### config.mk
export PLATFORM = sky130hd
export DESIGN_NAME = matrix_input_collector_flat
export DESIGN_NICKNAME = d
export VERILOG_FILES = /design/src/rtl/matrix_input_collector_pkg.sv /design/src/rtl/matrix_input_collector_if.sv /design/src/rtl/matrix_slot_bank.sv /design/src/rtl/matrix_input_collector.sv /design/src/flat_wrapper.sv
export SDC_FILE = /design/constraint.sdc
export NUM_CORES = 1
export LEC_CHECK = 0
export ABC_AREA = 1
export CORE_UTILIZATION = 45
export DETAILED_ROUTE_END_ITERATION = 7
export PLACE_DENSITY = 0.73
export SLEW_MARGIN = 0
export SYNTH_ARGS = -nofsm -noshare
export SYNTH_HDL_FRONTEND = slang
export SYNTH_SLANG_ARGS = --single-unit
### constraint.sdc
create_clock -name clk -period 5 [get_ports clk]
set_input_delay 0.5 -clock clk [delete_from_list [all_inputs] [get_ports clk]]
set_output_delay 0.5 -clock clk [all_outputs]
set_load 0.005 [all_outputs]
### src/rtl/matrix_input_collector_pkg.sv
// Shared definitions for the 5x5 matrix datapath: state codes, geometry and
// the dimension check reused by the downstream matrix stages.
package matrix_input_collector_pkg;

    localparam logic [1:0] ST_IDLE = 2'd0;
    localparam logic [1:0] ST_LOAD = 2'd1;
    localparam logic [1:0] ST_DONE = 2'd2;

    localparam int unsigned MAX_DIM = 5;
    localparam int unsigned SLOTS   = 25;
    localparam int unsigned SLOT_W  = 5;

    function automatic logic dim_ok(input logic [2:0] d);
        return (d != 3'd0) && (32'(d) <= MAX_DIM);
    endfunction

endpackage

### src/rtl/matrix_input_collector_if.sv
// Control, element-stream and matrix-result bundle of the input collector.
interface matrix_input_collector_if #(parameter int unsigned DATA_WIDTH = 9);

    logic                     start;
    logic [2:0]               dim_r;
    logic [2:0]               dim_c;
    logic                     elem_valid;
    logic [DATA_WIDTH-1:0]    elem_data;
    logic                     elem_ready;
    logic                     abort;
    logic                     clear;
    logic                     busy;
    logic                     done;
    logic                     err_dim;
    logic [2:0]               r_out;
    logic [2:0]               c_out;
    logic [4:0]               elem_cnt;
    logic [25*DATA_WIDTH-1:0] mat_flat;

    modport master (
        output start, dim_r, dim_c, elem_valid, elem_data, abort, clear,
        input  elem_ready, busy, done, err_dim, r_out, c_out, elem_cnt, mat_flat
    );

    modport slave (
        input  start, dim_r, dim_c, elem_valid, elem_data, abort, clear,
        output elem_ready, busy, done, err_dim, r_out, c_out, elem_cnt, mat_flat
    );

endinterface

### src/rtl/matrix_slot_bank.sv
// 25-slot element register file: one synchronous write port, synchronous
// clear-all (wins over a write) and a flat read bus.
module matrix_slot_bank
    import matrix_input_collector_pkg::*;
#(
    parameter int unsigned DATA_WIDTH = 9
) (
    input  logic                        clk,
    input  logic                        rst_n,
    input  logic                        i_wr_en,
    input  logic [SLOT_W-1:0]           i_wr_addr,
    input  logic [DATA_WIDTH-1:0]       i_wr_data,
    input  logic                        i_clr,
    output logic [SLOTS*DATA_WIDTH-1:0] o_flat
);

    logic [SLOTS*DATA_WIDTH-1:0] r_flat;

    always_ff @(posedge clk or negedge rst_n) begin
        if (!rst_n) begin
            r_flat <= '0;
        end else if (i_clr) begin
            r_flat <= '0;
        end else if (i_wr_en) begin
            r_flat[32'(i_wr_addr)*DATA_WIDTH +: DATA_WIDTH] <= i_wr_data;
        end
    end

    assign o_flat = r_flat;

endmodule

### src/rtl/matrix_input_collector.sv
// Collects an r x c matrix one element per handshake into a fixed stride-5
// image and holds it with a level done flag until cleared.
module matrix_input_collector
    import matrix_input_collector_pkg::*;
#(
    parameter int unsigned DATA_WIDTH = 9
) (
    input  logic                      clk,
    input  logic                      rst_n,
    matrix_input_collector_if.slave   bus
);

    logic [1:0]        r_state;
    logic [2:0]        r_rows;
    logic [2:0]        r_cols;
    logic [2:0]        r_row;
    logic [2:0]        r_col;
    logic [4:0]        r_cnt;
    logic              r_err_dim;

    logic              w_dims_ok;
    logic              w_accept;
    logic              w_bank_clr;
    logic [SLOT_W-1:0] w_slot;
    logic [4:0]        w_cnt_next;
    logic [4:0]        w_total;

    assign w_dims_ok  = dim_ok(bus.dim_r) && dim_ok(bus.dim_c);
    // abort masks the accept so an element on the abort edge is never written
    assign w_accept   = (r_state == ST_LOAD) && bus.elem_valid && !bus.abort;
    assign w_bank_clr = ((r_state == ST_IDLE) && bus.start && w_dims_ok) ||
                        ((r_state == ST_LOAD) && bus.abort);
    assign w_slot     = {r_row, 2'b00} + {2'b00, r_row} + {2'b00, r_col};
    assign w_cnt_next = r_cnt + 5'd1;
    assign w_total    = {2'b00, r_rows} * {2'b00, r_cols};

    always_ff @(posedge clk or negedge rst_n) begin
        if (!rst_n) begin
            r_state   <= ST_IDLE;
            r_rows    <= '0;
            r_cols    <= '0;
            r_row     <= '0;
            r_col     <= '0;
            r_cnt     <= '0;
            r_err_dim <= 1'b0;
        end else begin
            r_err_dim <= 1'b0;
            case (r_state)
                ST_IDLE: begin
                    if (bus.start) begin
                        if (w_dims_ok) begin
                            r_rows  <= bus.dim_r;
                            r_cols  <= bus.dim_c;
                            r_row   <= '0;
                            r_col   <= '0;
                            r_cnt   <= '0;
                            r_state <= ST_LOAD;
                        end else begin
                            r_err_dim <= 1'b1;
                        end
                    end
                end
                ST_LOAD: begin
                    if (bus.abort) begin
                        r_state <= ST_IDLE;
                        r_cnt   <= '0;
                        r_row   <= '0;
                        r_col   <= '0;
                    end else if (w_accept) begin
                        r_cnt <= w_cnt_next;
                        if (r_col == r_cols - 3'd1) begin
                            r_col <= '0;
                            r_row <= r_row + 3'd1;
                        end else begin
                            r_col <= r_col + 3'd1;
                        end
                        if (w_cnt_next == w_total) begin
                            r_state <= ST_DONE;
                        end
                    end
                end
                ST_DONE: begin
                    if (bus.clear) begin
                        r_state <= ST_IDLE;
                    end
                end
                default: r_state <= ST_IDLE;
            endcase
        end
    end

    matrix_slot_bank #(
        .DATA_WIDTH (DATA_WIDTH)
    ) u_slot_bank (
        .clk       (clk),
        .rst_n     (rst_n),
        .i_wr_en   (w_accept),
        .i_wr_addr (w_slot),
        .i_wr_data (bus.elem_data),
        .i_clr     (w_bank_clr),
        .o_flat    (bus.mat_flat)
    );

    assign bus.elem_ready = (r_state == ST_LOAD);
    assign bus.busy       = (r_state == ST_LOAD);
    assign bus.done       = (r_state == ST_DONE);
    assign bus.err_dim    = r_err_dim;
    assign bus.r_out      = r_rows;
    assign bus.c_out      = r_cols;
    assign bus.elem_cnt   = r_cnt;

endmodule

### src/flat_wrapper.sv
// flat-port wrapper written by rule: the top's interface ports become plain ports
module matrix_input_collector_flat import matrix_input_collector_pkg::*;
#(
    parameter int unsigned DATA_WIDTH = 9
)
  (clk, rst_n, bus_start, bus_dim_r, bus_dim_c, bus_elem_valid, bus_elem_data, bus_abort, bus_clear, bus_elem_ready, bus_busy, bus_done, bus_err_dim, bus_r_out, bus_c_out, bus_elem_cnt, bus_mat_flat);
  matrix_input_collector_if #(.DATA_WIDTH(DATA_WIDTH)) bus_i ();
  input  logic clk;
  input  logic rst_n;
  input wire logic [$bits(bus_i.start)-1:0] bus_start;
  input wire logic [$bits(bus_i.dim_r)-1:0] bus_dim_r;
  input wire logic [$bits(bus_i.dim_c)-1:0] bus_dim_c;
  input wire logic [$bits(bus_i.elem_valid)-1:0] bus_elem_valid;
  input wire logic [$bits(bus_i.elem_data)-1:0] bus_elem_data;
  input wire logic [$bits(bus_i.abort)-1:0] bus_abort;
  input wire logic [$bits(bus_i.clear)-1:0] bus_clear;
  output wire logic [$bits(bus_i.elem_ready)-1:0] bus_elem_ready;
  output wire logic [$bits(bus_i.busy)-1:0] bus_busy;
  output wire logic [$bits(bus_i.done)-1:0] bus_done;
  output wire logic [$bits(bus_i.err_dim)-1:0] bus_err_dim;
  output wire logic [$bits(bus_i.r_out)-1:0] bus_r_out;
  output wire logic [$bits(bus_i.c_out)-1:0] bus_c_out;
  output wire logic [$bits(bus_i.elem_cnt)-1:0] bus_elem_cnt;
  output wire logic [$bits(bus_i.mat_flat)-1:0] bus_mat_flat;
  assign bus_i.start = bus_start;
  assign bus_i.dim_r = bus_dim_r;
  assign bus_i.dim_c = bus_dim_c;
  assign bus_i.elem_valid = bus_elem_valid;
  assign bus_i.elem_data = bus_elem_data;
  assign bus_i.abort = bus_abort;
  assign bus_i.clear = bus_clear;
  assign bus_elem_ready = bus_i.elem_ready;
  assign bus_busy = bus_i.busy;
  assign bus_done = bus_i.done;
  assign bus_err_dim = bus_i.err_dim;
  assign bus_r_out = bus_i.r_out;
  assign bus_c_out = bus_i.c_out;
  assign bus_elem_cnt = bus_i.elem_cnt;
  assign bus_mat_flat = bus_i.mat_flat;
  matrix_input_collector #(.DATA_WIDTH(DATA_WIDTH)) u_core (.clk(clk), .rst_n(rst_n), .bus(bus_i));
endmodule
# Word-level counts from Yosys, hierarchy flattened

Index checks and enable logic that the tools add are counted.

Flip-flop bits (word level): 245
Input bits: 21
Output and inout bits: 240

Add/subtract/negate cells: 7
Multiply operators: 2
Magnitude comparators: 2
Equality and inequality tests: 10
Shift-type cells: 2
Mux-type cells: 28
Reduce and logical (&&, ||, !) cells: 19

Operator list:

| cell                       | count |
|---|---|
| $mux W225                  | 2 |
| $bwmux W225                | 1 |
| $shift A9 B34 Y225 const A | 1 |
| $shiftx A9 B34 Y225        | 1 |
| $neg A9 Y34                | 1 |
| $mux W3                    | 8 |
| $mux W5                    | 4 |
| $mux W2                    | 6 |
| $pmux W3 S2                | 2 |
| $add A5 B3 Y5              | 2 |
| $pmux W5 S2                | 1 |
| $reduce_and A5 Y1          | 2 |
| $mul A5 B4 Y9 const B      | 1 |
| $ne A3 B2 Y1 const B       | 3 |
| $logic_and A1 B1 Y1        | 8 |
| $add A3 B1 Y3 const B      | 2 |
| $le A3 B3 Y1 const B       | 2 |
| $pmux W2 S3                | 1 |
| $reduce_bool A3 Y1         | 2 |
| $add A5 B1 Y5 const B      | 1 |
| $eq A5 B5 Y1               | 1 |
| $mul A3 B3 Y5              | 1 |
| $ne A2 B2 Y1 const B       | 2 |
| $reduce_and A4 Y1          | 1 |
| 11 further kinds           | 14 |

# Depth between registers and ports, before layout

Depth in word-level cells: 8
Mapped depth: 17
Depth with buffers taken out: 16

# Hierarchy

From an unflattened synthesis, not the netlist that was laid out.

Cells, all modules: 1396
Area, all modules: 11745.0 um2

By module, submodules not included:

| module                 | instances | cells each | area each (um2) | seq. area each (um2) |
|---|---|---|---|---|
| matrix_slot_bank       | 1         | 1167       | 10074.7         | 5630.4 |
| matrix_input_collector | 1         | 229        | 1670.4          | 500.5 |

# Worst setup path after synthesis

No wires, ideal clock.

Path type: flip-flop to flip-flop
From: register u_core.r_col[2]
To: register u_core.u_slot_bank.r_flat[18] (netlist: u_core.u_slot_bank.o_flat[18])
Arrival time: 2.727 ns
Path slack: 2.155 ns
Stages on the path, launching flop included: 14
Path buffers: 2
Period minus slack after synthesis: 2.845 ns
Path through: dfrtp_1 inv_1 fa_1 inv_1 fa_1 nor2_1 nor2_1 buf_2 nand3_1 nor2_1 buf_2 nand2_2 nand3_1 nand2_1

Word-level cells in the longest chain between the ends: 7
Elaborated cells between the ends (all ways): 8
Classes of those cells: add/sub: 2; mul: 1; shift: 2; mux: 3

RTL lines:

| element                                                          | RTL line                     | RTL |
|---|---|---|
| start: declaration                                               | matrix_input_collector.sv:17 | `logic [2:0] r_col;` |
| start signal: assignment                                         | matrix_input_collector.sv:75 | `r_col <= r_col + 3'd1;` |
| $add A5 B3 Y5 *                                                  | matrix_input_collector.sv:33 | `assign w_slot = {r_row, 2'b00} + {2'b00, r_row} + {2'b00, r_col};` |
| $mul A5 B4 Y9 *                                                  | matrix_slot_bank.sv:25       | `r_flat[32'(i_wr_addr)*DATA_WIDTH +: DATA_WIDTH] <= i_wr_data;` |
| $neg A9 Y34 *                                                    | matrix_slot_bank.sv:25       |  |
| $shiftx A9 B34 Y225 / $shift A9 B34 Y225 (equally long branches) | matrix_slot_bank.sv:25       |  |
| $bwmux W225 *                                                    | matrix_slot_bank.sv:25       |  |
| $mux W225 *                                                      | matrix_slot_bank.sv:24       | `end else if (i_wr_en) begin` |
| $mux W225 *                                                      | matrix_slot_bank.sv:22       | `end else if (i_clr) begin` |
| end signal: indexed assignment                                   | matrix_slot_bank.sv:25       |  |
| end: declaration                                                 | matrix_slot_bank.sv:17       | `logic [SLOTS*DATA_WIDTH-1:0] r_flat;` |

Every way passes the cells marked *; elsewhere a longest branch is shown, timed or not. The select of a mux whose other input is x is not followed.
A chain may end at the register's enable or synchronous reset.

# Final worst setup path

From: register u_core.r_row[2]
To: register u_core.u_slot_bank.r_flat[51] (netlist: u_core.u_slot_bank.o_flat[51])

Word-level cells in the longest chain between the ends: 8
Elaborated cells between the ends (all ways): 9
Classes of those cells: add/sub: 3; mul: 1; shift: 2; mux: 3

RTL lines:

| element                                                          | RTL line                     | RTL |
|---|---|---|
| start: declaration                                               | matrix_input_collector.sv:16 | `logic [2:0] r_row;` |
| start signal: assignment                                         | matrix_input_collector.sv:73 | `r_row <= r_row + 3'd1;` |
| $add A5 B3 Y5 * (2 in series)                                    | matrix_input_collector.sv:33 |  |
| $mul A5 B4 Y9 *                                                  | matrix_slot_bank.sv:25       |  |
| $neg A9 Y34 *                                                    | matrix_slot_bank.sv:25       |  |
| $shiftx A9 B34 Y225 / $shift A9 B34 Y225 (equally long branches) | matrix_slot_bank.sv:25       |  |
| $bwmux W225 *                                                    | matrix_slot_bank.sv:25       |  |
| $mux W225 *                                                      | matrix_slot_bank.sv:24       |  |
| $mux W225 *                                                      | matrix_slot_bank.sv:22       |  |

Marked as above.

==> impl_metrics.toml <==
[die]
io-pin-count = 261
start_util = 0.461
std_cell_rows = 57
die_h_um = 160
design.core.area_um2 = 24500
die_area_um2 = 25700
die_w_um = 160

[min_path]
min_path_type = "input port to asynchronous set/reset pin"

[final_layout]
layout_common_cells = "nand2_1 (332), nand3_1 (307), clkdlybuf4s50_1 (259)"
stdcell_count = 1888
syn_to_final_growth_pct = 32.6
nets = 1588
final_common_cell = "nand2_1"
finalInstanceArea_um2 = 14900
drive_gt1_frac = 0.0685

[place]
gp_congestion = 0.864
port_buffers = 260
placed_cell_area_um2 = 14100
placedCellCount = 1844
dp.final_hpwl_mm = 23.9

[cts]
clockBufferDepth = 3
path_clk_slew_ns = 0.06
cts-resized-gates = 0
insertion_delay_ns = 0.53
cts_setup_buffers = 0
cts_tree = "yes"
cts.sinks = 245
htreeDepth = 1
cts_buffers = 26
ctsHoldBuffers = 0
root_buffer = "clkbuf_16"

[worst_setup_path]
cp_max_fo = 14
cp.required_ns = 5.45
endpoint_kind = "flop"
worstSetupPathType = "flop to flop"
crit_path_start_kind = "flop"
cp.arrival_ns = 3.89

[drt]
drc_errors = 0
dr.pass1.iters = 5
wl_mm = 33.9
viasPerCell = 5.39
wl_per_cell_um = 18.0
num_vias = 10169
drt_iter0_markers = 856
ant_nets = 0

[timing]
final_hold_viol_count = 0
tns_ns = 0
finClkSkew_ns = 0.0152
maxSlewHeadroom = 0.370
worst_pin_slew_ns = 0.945
rsz0062_at_grt = "false"
setup_viol = 0
period_minus_slack_ns = 3.45
post-route-period-util = 0.689
clock.fmax_mhz = 290
finalMaxSlewViolations = 0

[synth]
ys_types = 33
yosys_register_bits = 245
syn-num-nets = 1348
yosysSeqAreaShare = 0.544
synth_warnings = 0
avgSynthCellArea_um2 = 8.61
syn_area_um2 = 11300
synthCells = 1308

[run_status]
outcome = "finished clean"

[global_route]
grt_pass1_vias = 9730
grt_use_total = 0.265
gr-total-overflow = 0
grt_max_degree = 120
grt_pass1_wl_mm = 53.8
antenna_found_initial = 1

[power]
p_total_w = 0.00675
p_leak_nw = 7.30
powerDensity_nw_per_um2 = 452
vdd_drop_max_mv = 0.411

[run]
max-cap-violations = 0
==> registers in the layout (all words and copies together), names as in the netlist <==
signal and cells:
u_core.r_col 3, u_core.bus.r_out 3, u_core.bus.elem_cnt 5, u_core.r_row 3
u_core.r_state 2, u_core.u_slot_bank.o_flat 225, u_core.bus.c_out 3, u_core.bus.err_dim 1
==> critical path, cell delays in order, from the launching register on <==
cell	delay (ns)
dfrtp_1	0.42
inv_1	0.13
fa_1	0.49
inv_1	0.06
fa_1	0.47
nor2_1	0.21
nor2_1	0.10
inv_2	0.15
nand3_1	0.40
inv_1	0.50
nand2_1	0.21
o21ai_0	0.21
==> report_power, final <==
group	leakage (nW)	internal [W]	switching, W
clock	0.428	0.00119	0.000785
sequential	3.41	0.00209	0.000121
combinational	3.47	0.000666	0.00190
total	7.30	0.00394	0.00280
==> through the flow <==
step	setup WS, ns	hold slack [ns]	utilization
floorplan	2.16	0.204	-
global placement	1.44	0.480	0.575
detailed placement	1.34	0.490	0.575
CTS	1.56	0.0845	0.610
global route	1.35	0.103	0.610
finish	1.55	0.0322	0.610
==> worst paths after layout <==
check	from	endpoint	slack (ns)	depth (start not counted)
setup / recovery	u_core.r_row[2]$_DFFE_PN0P_	u_core.u_slot_bank.o_flat[51]$_DFFE_PN0P_	1.55	11
hold / removal	rst_n	u_core.u_slot_bank.o_flat[146]$_DFFE_PN0P_	0.03	1
setup reg to reg	u_core.r_row[2]$_DFFE_PN0P_	u_core.u_slot_bank.o_flat[51]$_DFFE_PN0P_	1.55	11
hold reg to reg	u_core.u_slot_bank.o_flat[92]$_DFFE_PN0P_	u_core.u_slot_bank.o_flat[92]$_DFFE_PN0P_	0.50	2
max in group asynchronous	rst_n	u_core.u_slot_bank.o_flat[224]$_DFFE_PN0P_	3.68	2
min in group clk	u_core.u_slot_bank.o_flat[92]$_DFFE_PN0P_	u_core.u_slot_bank.o_flat[92]$_DFFE_PN0P_	0.50	2
==> logic make-up (layout without fill, tap and decap cells) <==
logic type               Yosys count  after routing  share of synthesized area
other                              0              1                          0
buffers and inverters            151            406                     0.0575
AO/OA/AOI/OAI                    109            109                     0.0494
XOR/XNOR                           6              6                    0.00467
AND/OR/NAND/NOR                  778            778                      0.320
adder cells (fa/ha/maj)           19             19                     0.0238
flip-flops                       245            245                      0.544
==> synthesized netlist by cell type <==
master | instances | area, µm²
a21oi_1 | 2 | 10.0
a22o_1 | 1 | 8.76
a31oi_1 | 1 | 6.26
buf_2 | 45 | 225
buf_4 | 4 | 30.0
buf_6 | 1 | 11.3
clkbuf_1 | 9 | 33.8
clkinv_1 | 8 | 30.0
dfrtp_1 | 245 | 6130
fa_1 | 4 | 80.1
ha_1 | 15 | 188
inv_1 | 75 | 282
inv_2 | 8 | 30.0
inv_4 | 1 | 6.26
nand2_1 | 332 | 1250
nand2_2 | 19 | 119
nand2_4 | 5 | 56.3
nand3_1 | 307 | 1540
nand3_2 | 4 | 40.0
nand3b_1 | 1 | 7.51
nand4_1 | 13 | 81.3
nor2_1 | 74 | 278
nor2_2 | 4 | 25.0
nor2_4 | 11 | 124
nor2_8 | 3 | 60.1
nor3_1 | 4 | 20.0
nor3_4 | 1 | 16.3
o21ai_0 | 62 | 310
o21ai_1 | 39 | 195
o21bai_1 | 1 | 7.51
o22ai_1 | 3 | 18.8
xnor2_1 | 3 | 26.3
xor2_1 | 3 | 26.3
==> layout make-up <==
cell class | count | area (µm²)
fillers | 2146 | 9530
flip-flops and latches | 245 | 6130
multi-input cells | 912 | 4490
repair buffers | 271 | 2690
clock buffers | 35 | 746
well taps | 324 | 405
inverters | 92 | 353
clock inverters | 8 | 119
diodes | 1 | 2.50
==> layer usage <==
layer / part of all wire / vias up / global-route usage / wire length, µm
met4: 0.028 / 0 / 0.0823 / 946
met2: 0.46 / 414 / 0.416 / 15700
met1: 0.43 / 4909 / 0.375 / 14700
met3: 0.074 / 57 / 0.0442 / 2510
met5: 0 / - / 0 / 0
li1: - / 4789 / - / -
(Power assumes the default switching activity.)
